[config.mk]
export PLATFORM = sky130hd
export DESIGN_NAME = z80_io_responder
export DESIGN_NICKNAME = d
export VERILOG_FILES = /design/src/rtl/z80_io_responder.sv
export SDC_FILE = /design/constraint.sdc
export NUM_CORES = 1
export LEC_CHECK = 0
export CORE_ASPECT_RATIO = 1.5
export CORE_MARGIN = 5
export CORE_UTILIZATION = 50
export CTS_BUF_LIST = sky130_fd_sc_hd__clkbuf_2 sky130_fd_sc_hd__clkbuf_4 sky130_fd_sc_hd__clkbuf_8
export CTS_CLUSTER_DIAMETER = 120
export DETAILED_ROUTE_END_ITERATION = 7
export GPL_ROUTABILITY_DRIVEN = 0
export GPL_TIMING_DRIVEN = 0
export HOLD_SLACK_MARGIN = 0.15
export PLACE_DENSITY_LB_ADDON = 0.25
export SETUP_SLACK_MARGIN = 0.02
export SYNTH_ARGS = -nofsm -noshare
export SYNTH_HDL_FRONTEND = slang
export SYNTH_SLANG_ARGS = --single-unit
[constraint.sdc]
create_clock -name eclk -period 3.6 [get_ports eclk]
set_input_delay 0.54 -clock eclk [delete_from_list [all_inputs] [get_ports eclk]]
set_output_delay 0.54 -clock eclk [all_outputs]
set_load 0.01 [all_outputs]
[src/rtl/z80_io_responder.sv]
// Z80 I/O-space responder: data port feeds a console TX FIFO / RX holding register,
// status/control port at PORT_BASE+1. Define Z80IO_IRQ_EN to add irq_en and the _int output.
module z80_io_responder #(
  parameter logic [7:0] PORT_BASE   = 8'h10,
  parameter int         WAIT_CYCLES = 2,
  parameter int         FIFO_AW     = 3
) (
  input  logic        eclk,
  input  logic        ereset,
  input  logic [15:0] ab,
  input  logic [7:0]  db_o,
  output logic [7:0]  db_i,
  output logic        db_oe,
  input  logic        _iorq,
  input  logic        _m1,
  input  logic        _rd,
  input  logic        _wr,
  output logic        _wait,
  output logic [7:0]  tx_data,
  output logic        tx_valid,
  input  logic        tx_ready,
  input  logic [7:0]  rx_data,
  input  logic        rx_valid,
  output logic        rx_ready
`ifdef Z80IO_IRQ_EN
  ,
  output logic        _int
`endif
);

  // Handshakes: tx byte moves on a cycle where tx_valid && tx_ready; rx byte moves on a
  // cycle where rx_valid && rx_ready. Neither valid may depend on its ready.

  localparam logic [1:0] ST_IDLE   = 2'd0;
  localparam logic [1:0] ST_WAIT   = 2'd1;
  localparam logic [1:0] ST_ACTIVE = 2'd2;
  localparam logic [1:0] ST_HOLD   = 2'd3;

  localparam int         DEPTH     = 1 << FIFO_AW;
  localparam logic [7:0] CTRL_PORT = PORT_BASE + 8'd1;
  localparam logic [3:0] WAIT_INIT = 4'(WAIT_CYCLES);

  logic [1:0]         state;
  logic [3:0]         wait_cnt;
  logic               sel_ctrl;
  logic               is_rd;

  logic [7:0]         fifo_mem [DEPTH];
  logic [FIFO_AW-1:0] rd_ptr;
  logic [FIFO_AW-1:0] wr_ptr;
  logic [FIFO_AW:0]   count;
  logic               fifo_full;
  logic               fifo_empty;

  logic               rx_full;
  logic [7:0]         rx_hold;
  logic               irq_en;

  logic               hit;
  logic               data_wr_stall;
  logic               push;
  logic               pop;
  logic               flush;
  logic               rx_pop;
  logic               ctrl_wr;
  logic [7:0]         status;
  logic [7:0]         read_val;
  logic               unused_ab_hi;

  assign unused_ab_hi = ^ab[15:8];

  assign hit = !_iorq && _m1 && (!_rd || !_wr) &&
               ((ab[7:0] == PORT_BASE) || (ab[7:0] == CTRL_PORT));

  // count never exceeds DEPTH, so its top bit alone marks a full FIFO
  assign fifo_full  = count[FIFO_AW];
  assign fifo_empty = (count == '0);
  assign tx_valid   = !fifo_empty;
  assign tx_data    = fifo_mem[rd_ptr];
  assign rx_ready   = !rx_full;
  assign _wait      = !((state == ST_WAIT) || (state == ST_ACTIVE));

  assign data_wr_stall = !sel_ctrl && !is_rd && fifo_full;
  assign push    = (state == ST_ACTIVE) && !sel_ctrl && !is_rd && !fifo_full;
  assign pop     = tx_valid && tx_ready;
  assign ctrl_wr = (state == ST_ACTIVE) && sel_ctrl && !is_rd;
  assign flush   = ctrl_wr && db_o[7];
  assign rx_pop  = (state == ST_ACTIVE) && !sel_ctrl && is_rd && rx_full;

  assign status   = {4'b0000, irq_en, fifo_empty, rx_full, !fifo_full};
  assign read_val = sel_ctrl ? status : (rx_full ? rx_hold : 8'hFF);

  always_ff @(posedge eclk or posedge ereset) begin
    if (ereset) begin
      state    <= ST_IDLE;
      wait_cnt <= 4'd0;
      sel_ctrl <= 1'b0;
      is_rd    <= 1'b0;
      db_i     <= 8'h00;
      db_oe    <= 1'b0;
    end else begin
      case (state)
        ST_IDLE: begin
          if (hit) begin
            sel_ctrl <= (ab[7:0] == CTRL_PORT);
            is_rd    <= !_rd;
            wait_cnt <= WAIT_INIT;
            state    <= (WAIT_INIT == 4'd0) ? ST_ACTIVE : ST_WAIT;
          end
        end
        ST_WAIT: begin
          if (wait_cnt <= 4'd1) state <= ST_ACTIVE;
          else                  wait_cnt <= wait_cnt - 4'd1;
        end
        ST_ACTIVE: begin
          if (!data_wr_stall) begin
            state <= ST_HOLD;
            if (is_rd) begin
              db_i  <= read_val;
              db_oe <= 1'b1;
            end
          end
        end
        default: begin
          if (_iorq) begin
            db_oe <= 1'b0;
            state <= ST_IDLE;
          end
        end
      endcase
    end
  end

  // flush wins over a coincident pop; push and flush never share a cycle
  always_ff @(posedge eclk or posedge ereset) begin
    if (ereset) begin
      rd_ptr <= '0;
      wr_ptr <= '0;
      count  <= '0;
    end else if (flush) begin
      rd_ptr <= '0;
      wr_ptr <= '0;
      count  <= '0;
    end else begin
      if (push) wr_ptr <= wr_ptr + 1'b1;
      if (pop)  rd_ptr <= rd_ptr + 1'b1;
      count <= count + {{FIFO_AW{1'b0}}, push} - {{FIFO_AW{1'b0}}, pop};
    end
  end

  always_ff @(posedge eclk) begin
    if (push) fifo_mem[wr_ptr] <= db_o;
  end

  always_ff @(posedge eclk or posedge ereset) begin
    if (ereset) begin
      rx_full <= 1'b0;
      rx_hold <= 8'h00;
    end else if (rx_pop) begin
      rx_full <= 1'b0;
    end else if (rx_valid && rx_ready) begin
      rx_full <= 1'b1;
      rx_hold <= rx_data;
    end
  end

`ifdef Z80IO_IRQ_EN
  always_ff @(posedge eclk or posedge ereset) begin
    if (ereset) begin
      irq_en <= 1'b0;
      _int   <= 1'b1;
    end else begin
      if (ctrl_wr) irq_en <= db_o[0];
      _int <= !(irq_en && rx_full);
    end
  end
`else
  assign irq_en = 1'b0;
`endif

endmodule

==> out/qor.yml, run 1 <==
overflow: 0
critPathMaxStageDelay_ps: 550
yosys_warnings: 0
crit_required_ps: 3060
max_freq_mhz: 291.2
max_cap_viol_count: 0
drive_gt1_share_pct: 14.97
clock_path_buffers: 2
grt_util_all_layers_pct: 16.71
path_cells: "clkbuf_1 > clkbuf_1 > mux4_2 > mux2_2 > clkdlybuf4s50_1"
layout.nets: 403
root_buffer: "clkbuf_8"
total_power_mw: 3.812
ir_drop_mv: 0.3637
drc: 0
outcome: "completed"
drv_slew: 0
core-area_um2: 8413
antenna_found_initial: 0
cts_tree: "built"
fillers: 665
whs_endpoint: "db_i[4]"
pin_count: 60
via_per_inst: 5.542
fin_tns_setup_ps: 0
grt_pass1_vias: 2660
top_usage_layer: "met2"
syn_nets: 341
hp-start: "db_i[4]"
syn-mean-instance-area_um2: 15.04
dpl.hpwl_um: 5898
cts.clk_slew.worst_paths_ps: 90
drt-pass1-iter-count: 4
cts.sinks: 100
row_count: 41
holdWs_ps: 488.7
synth-edff-count: 64
crit_top_cell: "clkbuf_1"
worst-slew-pin-transition_ps: 1103
syn_area_um2: 4315
use_met2_pct: 31.42
cts_made_buffers: 9
ys_seq_elements: 100
grt_pass1_wl_um: 13160
finalCoreUtilization_pct: 61.60
regToRegEndpoint: "fifo_mem[4][3]"
cts_hold_buf: 0
skew_ps: 4.940
use_met1_pct: 18.37
insertion_delay_ps: 360
critical_path.startpoint_type: "flip-flop"
path_delay_family: "buffers and inverters"
hold_class: "flip-flop to flip-flop"
regArea_um2: 2823
grt_util_met3_pct: 3.111
crit_arrival_ps: 2890
min_period_over_period_pct: 95.41
grt_setup_unrepaired: "false"
async_flop_share_pct: 36.00
multi_input_area_um2: 1404
reg2reg_depth: 5
io_buffers: 51
period_minus_slack_ps: 3435
diodes: 0
dr_total_vias: 2555
grt_max_degree: 37
ys_types: 45
yosys.area.top_type: "edfxtp_1"
cp_max_fo: 10
netlist_instances: 287
h-tree-depth: 3
die_area_um2: 10630
drt_iter0_markers: 94
ys.flop_type: "edfxtp_1"
setup_violations: 0
syn2layout_area_growth_pct: 20.09
synth-seq-area-share_pct: 65.41
worstReg2RegStart: "state[0]"
post_cts_buffers: 0
whs_path_depth: 2
hold_viol: 0
critPathBufInv: 3
setup.worst_path.class: "flip-flop to output pin"
die_x_um: 85.86
ctsResizeCount: 1
chipHeight_um: 123.8
reg2reg_setup_slack_ps: 660
cpMaxStageDelayCell: "clkbuf_1"
endpoint_kind: "output pin"
wl_per_cell_um: 17.98
drt_wl_total_um: 8291
yosysTopAreaCellShare_pct: 44.53
maxSlewHeadroom_pct: 25.92
start_util_pct: 51.29
antenna_left: 0
synth_area_leaders: "edfxtp_1 45%, dfrtp_1 21%, mux4_2 8.4%, ha_1 3.8%, mux2_2 3.4%"
leakagePower_nw: 1.919
power.density_nw_per_um2: 735.5
## cell families (layout without fill, tap and decap cells)
family | Yosys count | count (layout) | synth area share (%)
multiplexers | 34 | 34 | 13.02
flip-flops | 100 | 100 | 65.41
AND/OR/NAND/NOR | 68 | 68 | 7.828
XOR/XNOR | 5 | 5 | 1.015
adder cells (fa/ha/maj) | 14 | 14 | 4.233
AO/OA/AOI/OAI | 40 | 40 | 6.205
buffers and inverters | 26 | 93 | 2.290
## power breakdown
| part | internal [mW] | total [mW] | switching (mW) |
|---|---|---|---|
| registers | 1.45 | 1.57 | 0.123 |
| logic | 0.773 | 1.50 | 0.729 |
| clock network | 0.375 | 0.735 | 0.360 |
| total | 2.60 | 3.81 | 1.21 |
## tightest hold or removal path, cell delays in order (launching register included)
cell     delay, ps
dfrtp_1        350
nand2_1         50
o21ai_1         60
## metrics by stage
stage,setup WS [ps],cell area [um2],cells
final,165.4,5182,461
after global placement,285.1,4960,445
after detailed placement,303.2,4965,445
after global routing,41.89,5182,461
after floorplan,1040,4315,287
after CTS,71.98,5177,461
## cells in the mapped netlist (2+ instances only)
cell	count
o21bai_1	5
mux2_2	13
xor2_1	3
nand3_1	3
xnor2_1	2
o21ai_0	4
inv_1	15
a21oi_1	7
nor2b_1	3
a221o_1	2
ha_1	13
clkbuf_1	8
nor2_1	15
nor4_1	2
mux2_1	4
a22o_1	2
nand2b_1	6
dfrtp_1	36
nor3_1	4
mux4_2	16
o21ai_1	12
nand2_1	26
edfxtp_1	64
## worst max path at each step
| stage | slack, ps | depth (start not counted) | endpoint | start |
|---|---|---|---|---|
| finish | 170 | 5 | tx_data[7] | rd_ptr[1] |
| floorplan | 1040 | 10 | count[2] | state[0] |
| CTS | 70 | 5 | tx_data[7] | rd_ptr[1] |
| detailed placement | 300 | 5 | tx_data[7] | rd_ptr[0] |
| global placement | 290 | 5 | fifo_mem[0][3] | state[0] |
| global route | 40 | 5 | tx_data[7] | rd_ptr[1] |
## area by class of cell
cell class / instances / area share (%)
Tap cell: 107 / 2.583
Timing Repair Buffer: 51 / 9.850
Buffer: 10 / 0.7726
Clock inverter: 3 / 0.8691
Sequential cell: 100 / 54.47
Clock buffer: 13 / 3.211
Multi-Input combinational cell: 161 / 27.09
Inverter: 16 / 1.159
## layer usage
layer	routed length (um)	share of wire, %
met1	3247	39
met2	4592	55
met3	308	3.7
met4	142	1.7
met5	0	0
## placed cells by master, fill, tap and decap left out, types with 3 or more instances in the layout
cell type,Yosys,final
a21oi_1,7,7
clkbuf_1,8,7
clkbuf_8,0,11
clkdlybuf4s50_1,0,51
dfrtp_1,36,36
edfxtp_1,64,64
ha_1,13,13
inv_1,15,14
mux2_1,4,4
mux2_2,13,13
mux4_2,16,16
nand2_1,26,26
nand2b_1,6,6
nand3_1,3,3
nor2_1,15,15
nor2b_1,3,3
o21ai_0,4,4
o21ai_1,12,12
o21bai_1,5,5
xor2_1,3,3
## registers in the layout (all words and copies together) (netlist names)
signal and count:
wr_ptr 3, is_rd 1, rx_full 1, state 2
db_i 8, fifo_mem 64, count 4, rd_ptr 3
wait_cnt 4, sel_ctrl 1, db_oe 1, rx_hold 8
(Power assumes the default switching activity.)
==> run 2: changes to the inputs <==
- REMOVE_ABC_BUFFERS: unset -> 1
==> run 2 against run 1 <==
  * Sequential share of layout area is 0.44 points higher
  * Via count is 3.6% lower
  * Sequential power is 8% higher
  * Worst setup slack better by 420 ps
  * Combinational power is 11% lower
  * Sequential cell count stayed put
  * Clock power is 0.8% lower
  * Design area is 0.75% lower
  * Critical path depth is 2 lower
  * Critical path type unchanged
  * Largest cell class unchanged
==> out/qor.yml, run 2 (synthesis results as in run 1) <==
dpl.hpwl_um: 5557
holdWs_ps: 490.1
outcome: "completed"
drv_slew: 0
diodes: 0
root_buffer: "clkbuf_8"
period_minus_slack_ps: 3016
setup.worst_path.class: "flip-flop to output pin"
final_cell_mix: "64 x edfxtp_1, 51 x clkdlybuf4s50_1, 35 x dfrtp_1"
leakagePower_nw: 1.913
grt_util_all_layers_pct: 16.19
critical_path.startpoint_type: "flip-flop"
grt_pass1_vias: 2610
design_area_um2: 5144
hold_viol: 0
wl_per_cell_um: 17.33
grt_max_degree: 37
ir_drop_mv: 0.3305
core-area_um2: 8413
pin_count: 60
cp_max_fo: 18
largest_reg_flops: 64
setup_violations: 0
layout.nets: 394
endpoint_kind: "output pin"
antenna_found_initial: 0
die_area_um2: 10630
fin_tns_setup_ps: 0
dpl-instance-area_um2: 4933
power.density_nw_per_um2: 730.1
drive_gt1_share_pct: 15.07
h-tree-depth: 3
overflow: 0
cts_tree: "built"
hold_class: "flip-flop to flip-flop"
cts_hold_buf: 0
row_count: 41
regMostFlops: "fifo_mem"
min_period_over_period_pct: 83.78
largestRegisters: "fifo_mem (64), db_i (8), rx_hold (8)"
cts.clk_slew.worst_paths_ps: 90
insertion_delay_ps: 350
hp-start: "db_i[6]"
worst-slew-pin-transition_ps: 1074
max_cap_viol_count: 0
drt_iter0_markers: 156
start_util_pct: 51.29
reg2reg_depth: 10
chipHeight_um: 123.8
cts_made_buffers: 9
syn2layout_area_growth_pct: 19.19
regToRegEndpoint: "count[2]"
drt-pass1-iter-count: 4
maxSlewHeadroom_pct: 27.88
total_power_mw: 3.755
io_buffers: 51
place_ws_ps: 538.6
whs_path_depth: 2
grt_setup_unrepaired: "false"
whs_endpoint: "db_i[6]"
fin_ws_ps: 583.9
antenna_left: 0
crit_required_ps: 3060
cts.sinks: 100
grt_pass1_wl_um: 12830
max_freq_mhz: 331.6
drt_wl_total_um: 7831
die_x_um: 85.86
reg2reg_setup_slack_ps: 700
crit_arrival_ps: 2480
clock_path_buffers: 2
worstReg2RegStart: "state[0]"
skew_ps: 6.856
final_common_cell: "edfxtp_1"
dr_total_vias: 2464
drc: 0
via_per_inst: 5.451
run 2: power breakdown:
part	total [mW]	internal, mW	leakage, nW	switching [mW]
registers	1.69	1.45	1.03	0.242
clock network	0.729	0.382	0.111	0.347
logic	1.34	0.756	0.771	0.579
total	3.76	2.59	1.91	1.17
run 2: what timing repair did:
| item | in CTS | in global routing |
|---|---|---|
| resized for setup | 0 | 1 |
| buffers inserted | 0 | 0 |
| endpoints found under the setup margin | 0 | 7 |
run 2: area by class of cell:
| class | count | area (um2) |
|---|---|---|
| flip-flops and latches | 100 | 2824 |
| inverters | 16 | 60.06 |
| repair buffers | 52 | 518.0 |
| well taps | 107 | 133.9 |
| fillers | 665 | 3269 |
| multi-input cells | 161 | 1399 |
| clock inverters | 2 | 35.03 |
| clock buffers | 14 | 173.9 |
run 2: worst max path at each step:
stage | cells past startpoint | startpoint | end
2_1_floorplan | 10 | state[0] | count[2]
3_3_place_gp | 5 | state[0] | fifo_mem[0][2]
3_5_place_dp | 3 | rd_ptr[0] | tx_data[6]
4_1_cts | 3 | rd_ptr[0] | tx_data[6]
5_1_grt | 3 | rd_ptr[0] | tx_data[6]
6_report | 3 | rd_ptr[0] | tx_data[6]
run 2: worst max-delay path, stage by stage, from the launching register on:
cell	delay, ps
dfrtp_2	770
mux4_2	590
mux2_2	280
clkdlybuf4s50_1	470
run 2: metal layers:
metal	track usage [%]	vias to the layer above	wire length, um
li1	-	1177	-
met1	17.90	1216	3101
met2	29.91	61	4260
met3	3.574	10	352
met4	6.535	0	117
met5	0	-	0
run 2: stage by stage:
stage          util [%]  std cells
6_report          61.14        452
3_5_place_dp      58.64        436
5_1_grt           61.14        452
4_1_cts           61.12        452
3_3_place_gp      58.49        435
2_1_floorplan         -        277
==> run 3: changes to the inputs <==
- clock period: 3.6 -> 2.6 ns (I/O delays scaled with it)
==> run 3 against run 2 <==
  * Sequential cell count unchanged
  * Clock skew up 1.1 ps
  * Hold slack worse by 4.6 ps
  * Via count up 1.9%
  * First-iteration DRC count down 9.6%
  * Critical endpoint is now count[2]
  * Largest power group unchanged
  * Core utilization up 1.2 points
  * Clock power up 39%
==> out/qor.yml, run 3 (synthesis results as in run 1) <==
outcome: "completed"
finalCoreUtilization_pct: 62.34
drt_wl_total_um: 8020
hold_viol: 0
largest_reg_flops: 64
cp-startpoint: "count[3]"
grt_max_degree: 37
crit_required_ps: 2800
total_power_mw: 5.291
power_switching_mw: 1.658
power.density_nw_per_um2: 1009
dpl.hpwl_um: 5557
largestRegisters: "fifo_mem (64), db_i (8), rx_hold (8)"
pwr-share-seq_pct: 43.2
antenna_left: 0
start_util_pct: 51.29
setup.worst_path.class: "flip-flop to flip-flop"
cts_made_buffers: 9
via_per_inst: 5.483
cts_tree: "built"
final_common_cell: "edfxtp_1"
max_freq_mhz: 409.5
maxSlewHeadroom_pct: 24.39
swShare_pct: 31.34
grt_setup_unrepaired: "false"
min_period_over_period_pct: 93.91
cts_hold_buf: 0
die_area_um2: 10630
critical_path.startpoint_type: "flip-flop"
cts.clk_slew.worst_paths_ps: 80
grt_pass1_vias: 2643
fillers: 654
drive_gt1_share_pct: 17.95
cp_max_fo: 4
period_minus_slack_ps: 2442
layout.nets: 400
leakagePower_nw: 1.969
reg2reg_depth: 11
drt_iter0_markers: 141
die_x_um: 85.86
endpoint_kind: "flip-flop"
chipHeight_um: 123.8
antenna_found_initial: 0
intPower_mw: 3.633
grt_util_all_layers_pct: 16.37
hold_class: "primary input to async pin"
core-area_um2: 8413
drc: 0
pin_count: 60
cts.sinks: 100
max_cap_viol_count: 0
worstReg2RegStart: "count[3]"
power_frac_comb_pct: 37.7
wl_per_cell_um: 17.51
drv_slew: 0
overflow: 0
clock_path_buffers: 2
h-tree-depth: 3
setup_violations: 0
clkPwrFrac_pct: 19.1
syn2layout_area_growth_pct: 21.54
crit_arrival_ps: 2640
io_buffers: 51
skew_ps: 7.934
root_buffer: "clkbuf_8"
worst-slew-pin-transition_ps: 1126
grt_pass1_wl_um: 12940
row_count: 41
final_cell_mix: "64 x edfxtp_1, 43 x clkdlybuf4s50_1, 34 x dfrtp_1"
insertion_delay_ps: 360
ir_drop_mv: 0.4730
regMostFlops: "fifo_mem"
drt-pass1-iter-count: 4
diodes: 0
dr_total_vias: 2511
## run 3: cell types whose count changed in the layout (fill, tap and decap cells not counted), sizes merged
cell and change:
buf +6, clkdlybuf4s50 -8, dlygate4sd2 +8
## run 3: path summary, 6_finish.rpt
check,end,slack (ps)
worst max-delay path,count[2],160
worst min-delay path,db_i[7],490
worst max register to register,count[2],160
worst min register to register,db_i[6],490
max in group asynchronous,rd_ptr[0],1550
min in group eclk,db_i[6],490
## run 3: worst max-delay path, cell delays in order (launching register included)
cell and delay (ps):
dfrtp_1 410, inv_1 90, ha_1 130, or3b_4 420, nand2_4 100, inv_1 40
ha_1 260, inv_1 40, ha_1 200, fa_1 380, xnor2_1 170, nor2_1 60
## run 3: area by class of cell
cell class | instances | area, um2 | share of cell area [%]
Sequential cell | 100 | 2828 | 53.91
Multi-Input combinational cell | 161 | 1436 | 27.39
Timing Repair Buffer | 58 | 578.1 | 11.02
Clock buffer | 14 | 173.9 | 3.316
Tap cell | 107 | 133.9 | 2.552
Inverter | 16 | 60.06 | 1.145
Clock inverter | 2 | 35.03 | 0.6679
## run 3: layer usage
metal	vias to the layer above	part of all wire (%)	global-route usage, %
li1	1189	-	-
met2	60	54	30.45
met1	1248	40	17.76
met3	14	4.2	3.706
met4	0	1.8	6.832
met5	-	0	0
## run 3: what timing repair did
item,4_1_cts,5_1_grt
setup endpoints to repair,75,31
setup buffers,3,3
resized for setup,16,4
## run 3: power groups by stage
stage	combinational (mW)	clock, mW	sequential, mW
4_1_cts	1.99	1.04	2.29
5_1_grt	2.22	1.10	2.33
3_3_place_gp	1.82	0	2.35
3_5_place_dp	1.88	0	2.38
6_report	1.99	1.01	2.29
2_1_floorplan	1.27	0	2.27
## run 3: stage by stage
stage	cell area [um2]	TNS, ps	hold WS [ps]	setup slack [ps]	std cells
global placement	4921	-22540	470.3	-695.0	435
finish	5245	0	485.4	158.2	458
floorplan	4277	0	459.1	40.43	277
CTS	5202	0	497.9	28.82	455
global route	5245	0	527.1	21.16	458
detailed placement	4933	-16520	475.7	-311.4	436
